### src/rtl/mul_acc_stage.sv
// Frame accumulator behind the 16x16 Booth multiplier: sums signed products per frame
// and hands the total, term count and overflow flag out over valid/ready. Option: MUL_ACC_SAT_EN.
module mul_acc_stage #(
  parameter int ACC_W     = 40,
  parameter int MAX_TERMS = 16,
  parameter int CNT_W     = 5
) (
  input  logic              clk,
  input  logic              rst,
  input  logic              in_valid,
  output logic              in_ready,
  input  logic [31:0]       in_prod,
  input  logic              in_last,
  output logic              out_valid,
  input  logic              out_ready,
  output logic [ACC_W-1:0]  out_acc,
  output logic [CNT_W-1:0]  out_count,
  output logic              out_ovf
);

  localparam logic [1:0] IDLE = 2'd0;
  localparam logic [1:0] ACC  = 2'd1;
  localparam logic [1:0] HOLD = 2'd2;

`ifdef MUL_ACC_SAT_EN
  localparam logic [ACC_W-1:0] ACC_MAX = {1'b0, {(ACC_W-1){1'b1}}};
  localparam logic [ACC_W-1:0] ACC_MIN = {1'b1, {(ACC_W-1){1'b0}}};
`endif

  logic [1:0]       state_r;
  logic [ACC_W-1:0] acc_r;
  logic [CNT_W-1:0] cnt_r;
  logic             ovf_r;
  logic             in_ready_r;
  logic             out_valid_r;
  logic [ACC_W-1:0] out_acc_r;
  logic [CNT_W-1:0] out_count_r;
  logic             out_ovf_r;

  logic [ACC_W-1:0] base_acc_s;
  logic [CNT_W-1:0] base_cnt_s;
  logic             base_ovf_s;
  logic [ACC_W-1:0] prod_ext_s;
  logic [ACC_W-1:0] sum_s;
  logic             add_ovf_s;
  logic [ACC_W-1:0] acc_next_s;
  logic [CNT_W-1:0] cnt_next_s;
  logic             close_s;
  logic             accept_s;

  // Next-term datapath; a first term (IDLE) starts from a zero base so it can never overflow
  always_comb begin
    if (state_r == ACC) begin
      base_acc_s = acc_r;
      base_cnt_s = cnt_r;
      base_ovf_s = ovf_r;
    end else begin
      base_acc_s = {ACC_W{1'b0}};
      base_cnt_s = {CNT_W{1'b0}};
      base_ovf_s = 1'b0;
    end
    prod_ext_s = ACC_W'($signed(in_prod));
    sum_s      = base_acc_s + prod_ext_s;
    add_ovf_s  = (base_acc_s[ACC_W-1] == prod_ext_s[ACC_W-1]) &&
                 (sum_s[ACC_W-1] != base_acc_s[ACC_W-1]);
`ifdef MUL_ACC_SAT_EN
    if (add_ovf_s) begin
      acc_next_s = base_acc_s[ACC_W-1] ? ACC_MIN : ACC_MAX;
    end else begin
      acc_next_s = sum_s;
    end
`else
    acc_next_s = sum_s;
`endif
    cnt_next_s = base_cnt_s + CNT_W'(1);
    close_s    = in_last || (cnt_next_s == CNT_W'(MAX_TERMS));
    accept_s   = in_valid && in_ready_r;
  end

  // Frame FSM plus accumulator and result registers
  always_ff @(posedge clk) begin
    if (rst) begin
      state_r     <= IDLE;
      acc_r       <= {ACC_W{1'b0}};
      cnt_r       <= {CNT_W{1'b0}};
      ovf_r       <= 1'b0;
      in_ready_r  <= 1'b1;
      out_valid_r <= 1'b0;
      out_acc_r   <= {ACC_W{1'b0}};
      out_count_r <= {CNT_W{1'b0}};
      out_ovf_r   <= 1'b0;
    end else begin
      case (state_r)
        IDLE, ACC: begin
          if (accept_s) begin
            acc_r <= acc_next_s;
            cnt_r <= cnt_next_s;
            ovf_r <= base_ovf_s | add_ovf_s;
            if (close_s) begin
              out_acc_r   <= acc_next_s;
              out_count_r <= cnt_next_s;
              out_ovf_r   <= base_ovf_s | add_ovf_s;
              out_valid_r <= 1'b1;
              in_ready_r  <= 1'b0;
              state_r     <= HOLD;
            end else begin
              state_r <= ACC;
            end
          end else begin
            state_r <= state_r;
          end
        end
        HOLD: begin
          if (out_valid_r && out_ready) begin
            out_valid_r <= 1'b0;
            in_ready_r  <= 1'b1;
            state_r     <= IDLE;
          end else begin
            state_r <= HOLD;
          end
        end
        default: begin
          state_r     <= IDLE;
          in_ready_r  <= 1'b1;
          out_valid_r <= 1'b0;
        end
      endcase
    end
  end

  assign in_ready  = in_ready_r;
  assign out_valid = out_valid_r;
  assign out_acc   = out_acc_r;
  assign out_count = out_count_r;
  assign out_ovf   = out_ovf_r;

endmodule

### config.mk
export PLATFORM = sky130hd
export DESIGN_NAME = mul_acc_stage
export DESIGN_NICKNAME = d
export VERILOG_FILES = /design/src/rtl/mul_acc_stage.sv
export SDC_FILE = /design/constraint.sdc
export NUM_CORES = 1
export LEC_CHECK = 0
export ABC_CLOCK_PERIOD_IN_PS = 6800
export BUFFER_PORTS_ARGS = -buffer_cell sky130_fd_sc_hd__buf_2
export CAP_MARGIN = 20
export CORE_ASPECT_RATIO = 1.5
export CORE_MARGIN = 2
export CORE_UTILIZATION = 35
export DETAILED_ROUTE_END_ITERATION = 10
export GPL_TIMING_DRIVEN = 0
export SETUP_SLACK_MARGIN = 0.05
export SYNTH_ARGS = -nofsm -noshare
export SYNTH_HDL_FRONTEND = slang
export SYNTH_SLANG_ARGS = --single-unit
### constraint.sdc
create_clock -name clk -period 6.8 [get_ports clk]
set_clock_uncertainty 0.2 [all_clocks]
set_input_delay 2.04 -clock clk [delete_from_list [all_inputs] [get_ports clk]]
set_output_delay 2.04 -clock clk [all_outputs]
set_load 0.02 [all_outputs]
Word level (Yosys, flattened, before mapping)
Cells that the tools add are included.
{"block": "word_totals", "input_bits": 37, "reg_bits": 96}
{"block": "classes", "bitwise": 1, "n_addsub": 2, "reduce_logical": 9, "muxes": 15, "eq_ne": 8}
{"operator": "$add A40 B40 Y40", "count": 1}
{"operator": "$mux W40", "count": 1}
{"operator": "$mux W1", "count": 7}
{"operator": "$mux W2", "count": 3}
{"operator": "$ne A2 B2 Y1 const B", "count": 3}
{"operator": "$reduce_and A3 Y1", "count": 2}
{"operator": "$add A5 B1 Y5 const B", "count": 1}
{"operator": "$eq A5 B5 Y1 const B", "count": 1}
{"operator": "$mux W5", "count": 1}
{"operator": "$pmux W1 S2", "count": 2}
{"operator": "$pmux W2 S2", "count": 1}
{"operator": "$logic_and A1 B1 Y1", "count": 3}
{"operator": "$eq A2 B1 Y1 const B", "count": 1}
{"operator": "$eq A2 B2 Y1 const B", "count": 1}
{"operator": "$logic_not A2 Y1", "count": 1}
{"operator": "$reduce_and A2 Y1", "count": 1}
{"operator": "$reduce_or A2 Y1", "count": 1}
{"operator": "$eq A1 B1 Y1", "count": 1}
{"operator": "$logic_or A1 B1 Y1", "count": 1}
{"operator": "$ne A1 B1 Y1", "count": 1}
{"operator": "$or A1 B1 Y1", "count": 1}

Depth between registers and ports, before layout
Gate-level depths: netlist of the first run.
{"block": "depth", "word_depth": 8, "mapped_depth": 15, "ltp_nobuf": 13}

Worst setup path after synthesis of the first run
OpenSTA, ideal clock, no wires.
{"block": "synth_path", "kind": "input-to-reg", "startpoint": "input in_prod[0]", "endpoint": "register acc_r[36]", "required_ns": 6.484, "path_stages": 11, "setup_slack_ns": 2.117, "n_path_buf": 0, "t_arrival_ns": 4.367, "cell_sequence": "ha_1 > inv_1 > fa_1 > nand2b_1 > a21o_1 > a21oi_4 > a22oi_4 > o311ai_2 > nand2_2 > or4_4 > a41o_1"}
{"block": "synth_via", "elab_chain_len": 1}
{"item": "start: declaration", "line_no": "12", "text": "input logic [31:0] in_prod,"}
{"item": "$add A40 B40 Y40", "line_no": "63", "text": "sum_s = base_acc_s + prod_ext_s;"}
{"item": "end signal: assignment", "line_no": "84", "text": "acc_r <= {ACC_W{1'b0}};"}
{"item": "end signal: assignment", "line_no": "96", "text": "acc_r <= acc_next_s;"}
{"item": "end: declaration", "line_no": "31", "text": "logic [ACC_W-1:0] acc_r;"}
No other way between the ends.
A chain may end at the register's enable or synchronous reset.

Final worst setup path of the first run
Same ends and word-level chain as after synthesis.

==> metrics.cfg, run 1 <==
[die]
dieHeight_um=167
dieArea_sq_um=18800
core_area_sq_um=17300
io_pins=85
core.rowCount=59
die_w_um=113
initial_core_util_pct=35.8

[hold_path]
holdCritPathClass=reg -> reg
min_path_cells=2
hp-start=acc_r[0]
min_to=acc_r[0]

[critical_path]
crit_fanout=7
crit_path_start_kind=primary input
critPathCaptureType=flop
timing.rr.end=acc_r[36]
crit_arrival_ns=4.79
critical_path_class=in -> reg
r2r_slack_ns=2.08
worstReg2RegStart=state_r[0]
r2r_cells=15
critPathRequiredTime_ns=6.84

[routing]
vias=6349
drc=0
ant_nets=0
drt-initial-drc-count=293
routedWlPerCell_um=17.6
routed_wl_mm=20.1
first_pass_iters=5
via_per_inst=5.58

[synthesis]
ys_types=67
ys.warnings.count=0
synth_edf_count=0
syn_avg_cell_area_sq_um=7.52
netlist_area_sq_um=6200
synthCells=825
ys_seq_elements=96
async_reset_ff_share_pct=0
ys_seq_area_share_pct=31.0
synth_nets=903
ys.flop_type=dfxtp_1

[pwr]
power_density_nw_per_um2=197
p_leak_nw=2.94
max-vdd-ir-drop_mv=0.155

[clocking]
tritoncts=built
cts_resized=0
clkTransAtPathRegs_ns=0.08
clock_latency_ns=0.35
cts_setup_buffers=0
htreeDepth=3
cts-root-buf=clkbuf_16
hold_buffers=0
cts_buffers=9
cts.sinks=96
cts_buffer_depth=2

[sta]
worst_pin_slew_ns=0.899
min_period_ns=4.75
finalCritPeriodShare_pct=69.8
grt_setup_unrepaired=no
max_freq_ghz=0.211
setup_violations=0
slew_headroom_pct=40.1
final-hold-violation-count=0
fin_tns_setup_ns=0
slew_viol_final=0

[grt]
overflow=0
grt_max_degree=19
grt_pass1_wl_mm=31.5
grt_antenna_before_repair=0
grt_pass1_vias=6175
grt_usage_pct=21.0

[finish]
drive_gt1_share_pct=13.0
nNetsFinal=998
postLayoutCoreUtil_pct=41.3
area_delta_synth_final_pct=15.7
final.fill_count=1799
final_cell_mix=nand2_1, a21oi_1, dfxtp_1
layout_commonest_cell=nand2_1
antenna-diode-count=0

[placed_design]
gp_congestion=0.940
hpwl_mm=15.5
portBuffers=84

[flow_run]
maxCapViolCount=0

[run_status]
status=finished, final reports clean

[cell usage after synthesis, types with 11 or more instances]
| library cell | n | share of area [%] |
|---|---|---|
| nand2_1 | 146 | 8.8 |
| a21oi_1 | 96 | 7.7 |
| dfxtp_1 | 96 | 31 |
| nor2_1 | 52 | 3.1 |
| and2_1 | 41 | 4.1 |
| clkbuf_1 | 40 | 2.4 |
| ha_1 | 40 | 8.1 |
| o21ai_0 | 35 | 2.8 |
| nand3_1 | 25 | 2.0 |
| xnor2_1 | 22 | 3.1 |
| nand4_1 | 21 | 2.1 |
| nor3_1 | 19 | 1.5 |
| a211oi_1 | 13 | 1.6 |
| inv_1 | 13 | 0.79 |
| o22ai_1 | 11 | 1.1 |
| or3_1 | 11 | 1.1 |
[power by group]
group	switching, mW	internal [mW]	total, mW
Clock	0.253	0.255	0.509
Combinational	0.193	0.0918	0.285
Sequential	0.0199	0.600	0.620
Total	0.467	0.947	1.41
[worst max-delay path by stage]
stage / start / endpoint / slack, ns / cells past startpoint
global route: state_r[0] / acc_r[36] / 1.86 / 15
finish: in_prod[0] / acc_r[36] / 2.05 / 12
detailed placement: in_prod[0] / acc_r[36] / 1.70 / 12
floorplan: in_prod[0] / acc_r[36] / 2.12 / 11
CTS: in_prod[0] / acc_r[36] / 2.06 / 12
global placement: in_prod[0] / acc_r[36] / 1.72 / 12
[layer usage]
layer	vias to the layer above	track usage (%)	share of wire (%)
met2	184	37.5	51
met5	-	0	0
met3	53	2.58	5.1
li1	3149	-	-
met4	0	11.6	5.2
met1	2963	23.9	38
[per-stage QoR]
| stage | area, sq um | setup WS [ns] | power (mW) | hold slack (ns) | instances |
|---|---|---|---|---|---|
| after floorplan | 6200 | 2.12 | 0.817 | 0.232 | 825 |
| after global placement | 6890 | 1.72 | 0.914 | 0.238 | 1122 |
| after detailed placement | 6890 | 1.70 | 0.916 | 0.242 | 1122 |
| after CTS | 7170 | 2.06 | 1.42 | 0.254 | 1138 |
| after global routing | 7170 | 1.86 | 1.48 | 0.268 | 1138 |
| final | 7170 | 2.05 | 1.41 | 0.251 | 1138 |
[worst max-delay path, cell delays in order]
cell	delay, ns
buf_2	0.09
ha_1	0.17
inv_1	0.05
fa_1	0.38
nand2b_1	0.18
a21o_1	0.20
a21oi_4	0.24
a22oi_4	0.15
o311ai_2	0.30
nand2_2	0.20
or4_4	0.53
a41o_1	0.23
[sequential cells by signal, summed over array words and instances, names as in the netlist]
name,flops
out_count,5
state_r,2
ovf_r,1
in_ready,1
out_ovf,1
cnt_r,5
out_valid,1
acc_r,40
out_acc,40
[logic make-up after synthesis]
family / share of synthesized area, %
multiplexers: 0.666
AO/OA/AOI/OAI: 24.1
adder cells (fa/ha/maj): 8.39
AND/OR/NAND/NOR: 27.6
flip-flops: 31.0
buffers and inverters: 3.97
XOR/XNOR: 4.24
[final cells by class]
cell class              instances  area (sq um)  share of cell area [%]
plain buffers                  50           194                    2.70
well taps                     213           267                    3.72
multi-input cells             665          4030                    56.2
inverters                      14          52.6                   0.733
clock inverters                 7          58.8                   0.820
clock buffers                   9           225                    3.14
repair buffers                 84           420                    5.86
flip-flops and latches         96          1920                    26.8
No activity file was read; power rests on OpenSTA's default activity.
==> inputs of run 2 (changes only) <==
ABC_CLOCK_PERIOD_IN_PS = 3800   (was 6800)
clock period = 3.8 ns   (was 6.8 ns; I/O delays follow)
==> metrics.cfg, run 2 (same netlist as run 1, synthesis figures left out) <==
[pwr]
power_density_nw_per_um2=355  ; was 197 nW/um^2
internal_power_mw=1.78  ; was 0.947 mW
max-vdd-ir-drop_mv=0.202  ; was 0.155 mV
power_switching_mw=0.850  ; was 0.467 mW
pwr-share-clk_pct=37.6  ; was 36.0%
swShare_pct=32.4  ; was 33.0%
p_leak_nw=3.04  ; was 2.94 nW
seq_power_share_pct=42.2  ; was 43.8%
combPwrFrac_pct=20.2  ; about the same

[die]
core.rowCount=59  ; unchanged
dieHeight_um=167  ; unchanged
dieArea_sq_um=18800  ; unchanged
die_w_um=113  ; unchanged
initial_core_util_pct=35.8  ; unchanged
core_area_sq_um=17300  ; unchanged
io_pins=85  ; unchanged

[sta]
max_freq_ghz=0.276
min_period_ns=3.63
worst_pin_slew_ns=0.854  ; was 0.899 ns
layout_setup_ws_ns=0.170  ; was 2.05 ns
finalCritPeriodShare_pct=95.5
slew_headroom_pct=43.0  ; was 40.1%
final-hold-violation-count=0  ; unchanged
grt_setup_unrepaired=yes  ; was no
setup_violations=0  ; unchanged
slew_viol_final=0  ; unchanged

[grt]
grt_max_degree=19  ; unchanged
overflow=0  ; unchanged
grt_pass1_wl_mm=32.0  ; was 31.5 mm
grt_usage_pct=21.4  ; was 21.0%
grt_pass1_vias=6239  ; was 6175
grt_antenna_before_repair=0  ; unchanged

[placed_design]
place_ws_ns=-0.679  ; was 1.70 ns
gp_congestion=0.937  ; was 0.940
hpwl_mm=15.4  ; was 15.5 mm
portBuffers=84  ; unchanged

[clocking]
tritoncts=built  ; unchanged
clock_latency_ns=0.36  ; was 0.35 ns
cts_buffers=9  ; unchanged
cts_buffer_depth=2  ; unchanged
hold_buffers=0  ; unchanged
cts-root-buf=clkbuf_16  ; unchanged
clkTransAtPathRegs_ns=0.08  ; about the same
htreeDepth=3  ; unchanged
cts.sinks=96  ; unchanged

[routing]
first_pass_iters=5  ; unchanged
vias=6417  ; was 6349
routed_wl_mm=20.3  ; was 20.1 mm
ant_nets=0  ; unchanged
drt-initial-drc-count=329  ; was 293
routedWlPerCell_um=17.7  ; was 17.6 um
drc=0  ; unchanged
via_per_inst=5.60  ; was 5.58

[finish]
final_cell_mix=nand2_1, a21oi_1, dfxtp_1  ; unchanged
drive_gt1_share_pct=15.9  ; was 13.0%
final.fill_count=1798  ; was 1799
regArea_sq_um=1930  ; was 1920 sq um
postLayoutCoreUtil_pct=42.6  ; was 41.3%
antenna-diode-count=0  ; unchanged
layout_commonest_cell=nand2_1  ; unchanged
area_delta_synth_final_pct=19.2  ; was 15.7%
nNetsFinal=1006  ; was 998
multiInputGateArea_sq_um=4120  ; was 4030 sq um

[critical_path]
cp_cell_sequence=buf_2, ha_4, inv_2, fa_2, nand2b_4, a21o_1, a21oi_4, a22oi_4, o311ai_2, nand2_2, or4_4, a41o_1  ; was buf_2, ha_1, inv_1, fa_1, nand2b_1, a21o_1, a21oi_4, a22oi_4, o311ai_2, nand2_2, or4_4, a41o_1
crit_family=compound AO/OA/AOI/OAI gates  ; unchanged
crit_arrival_ns=3.69  ; was 4.79 ns
critPathCaptureType=flop  ; unchanged
critPathSlowestCell=or4_4  ; unchanged
critical_path_class=in -> reg  ; unchanged
crit_path_start_kind=primary input  ; unchanged
path_buf_inv=2  ; unchanged
crit_fanout=5  ; was 7
slowest_delay_ns=0.52  ; was 0.53 ns
critPathRequiredTime_ns=3.86  ; was 6.84 ns

[hold_path]
holdCritPathClass=reg -> reg  ; unchanged

[run_status]
status=finished, final reports clean  ; unchanged

[flow_run]
maxCapViolCount=0  ; unchanged

## run 2: routing by layer
| metal | vias to the layer above | track usage [%] | part of all wire (%) | routed length, um |
|---|---|---|---|---|
| met3 | 52 | 3.06 | 3.9 | 793 |
| met5 | - | 0 | 0 | 0 |
| met1 | 3017 | 24.4 | 40 | 8200 |
| met4 | 0 | 10.7 | 4.3 | 866 |
| li1 | 3172 | - | - | - |
| met2 | 176 | 38.5 | 52 | 10500 |
## run 2: worst min-delay path: cells and delay by family, from the launching register on
family	cells	cell delay, ns
compound gates	1	0.05
simple gates	1	0.05
flops	1	0.31
## run 2: final timing paths
check             start          end  slack (ns)  cells after the start
max          in_prod[0]  out_acc[36]        0.17                     12
min reg2reg   acc_r[12]    acc_r[12]        0.25                      2
max reg2reg  state_r[1]  out_acc[36]        0.19                     15
min           acc_r[12]    acc_r[12]        0.25                      2
## run 2: cell type report
cell class	count	share of cell area (%)
timing repair buffer	94	6.87
sequential	96	26.1
inverter	14	0.711
buffer	48	2.91
clock buffer	9	3.05
tap	213	3.60
clock inverter	7	1.15
multi-input combinational	665	55.7
## run 2: timing repair
item / 4_1_cts / 5_1_grt
resized for setup: 15 / 18
setup endpoints to repair: 53 / 22
buffers inserted: 5 / 5
hold endpoints to repair: 0 / 0
pin swaps: 3 / 9
gates cloned: 0 / 0
## run 2: power by group through the flow
stage          combinational [mW]  clock (mW)  sequential, mW
2_1_floorplan               0.303           0            1.16
3_3_place_gp                0.506           0            1.13
3_5_place_dp                0.509           0            1.13
4_1_cts                     0.518        1.00            1.11
5_1_grt                     0.582        1.04            1.12
6_report                    0.531       0.986            1.11
## run 2: through the flow
step                std cells  total power [mW]  cell area (sq um)  TNS [ns]  hold slack, ns
floorplan                 825              1.46               6210         0           0.232
finish                   1146              2.63               7390         0           0.251
detailed placement       1122              1.64               6890    -12.44           0.243
global route             1146              2.74               7390         0           0.265
global placement         1122              1.64               6890    -14.28           0.237
CTS                      1143              2.63               7300         0           0.253
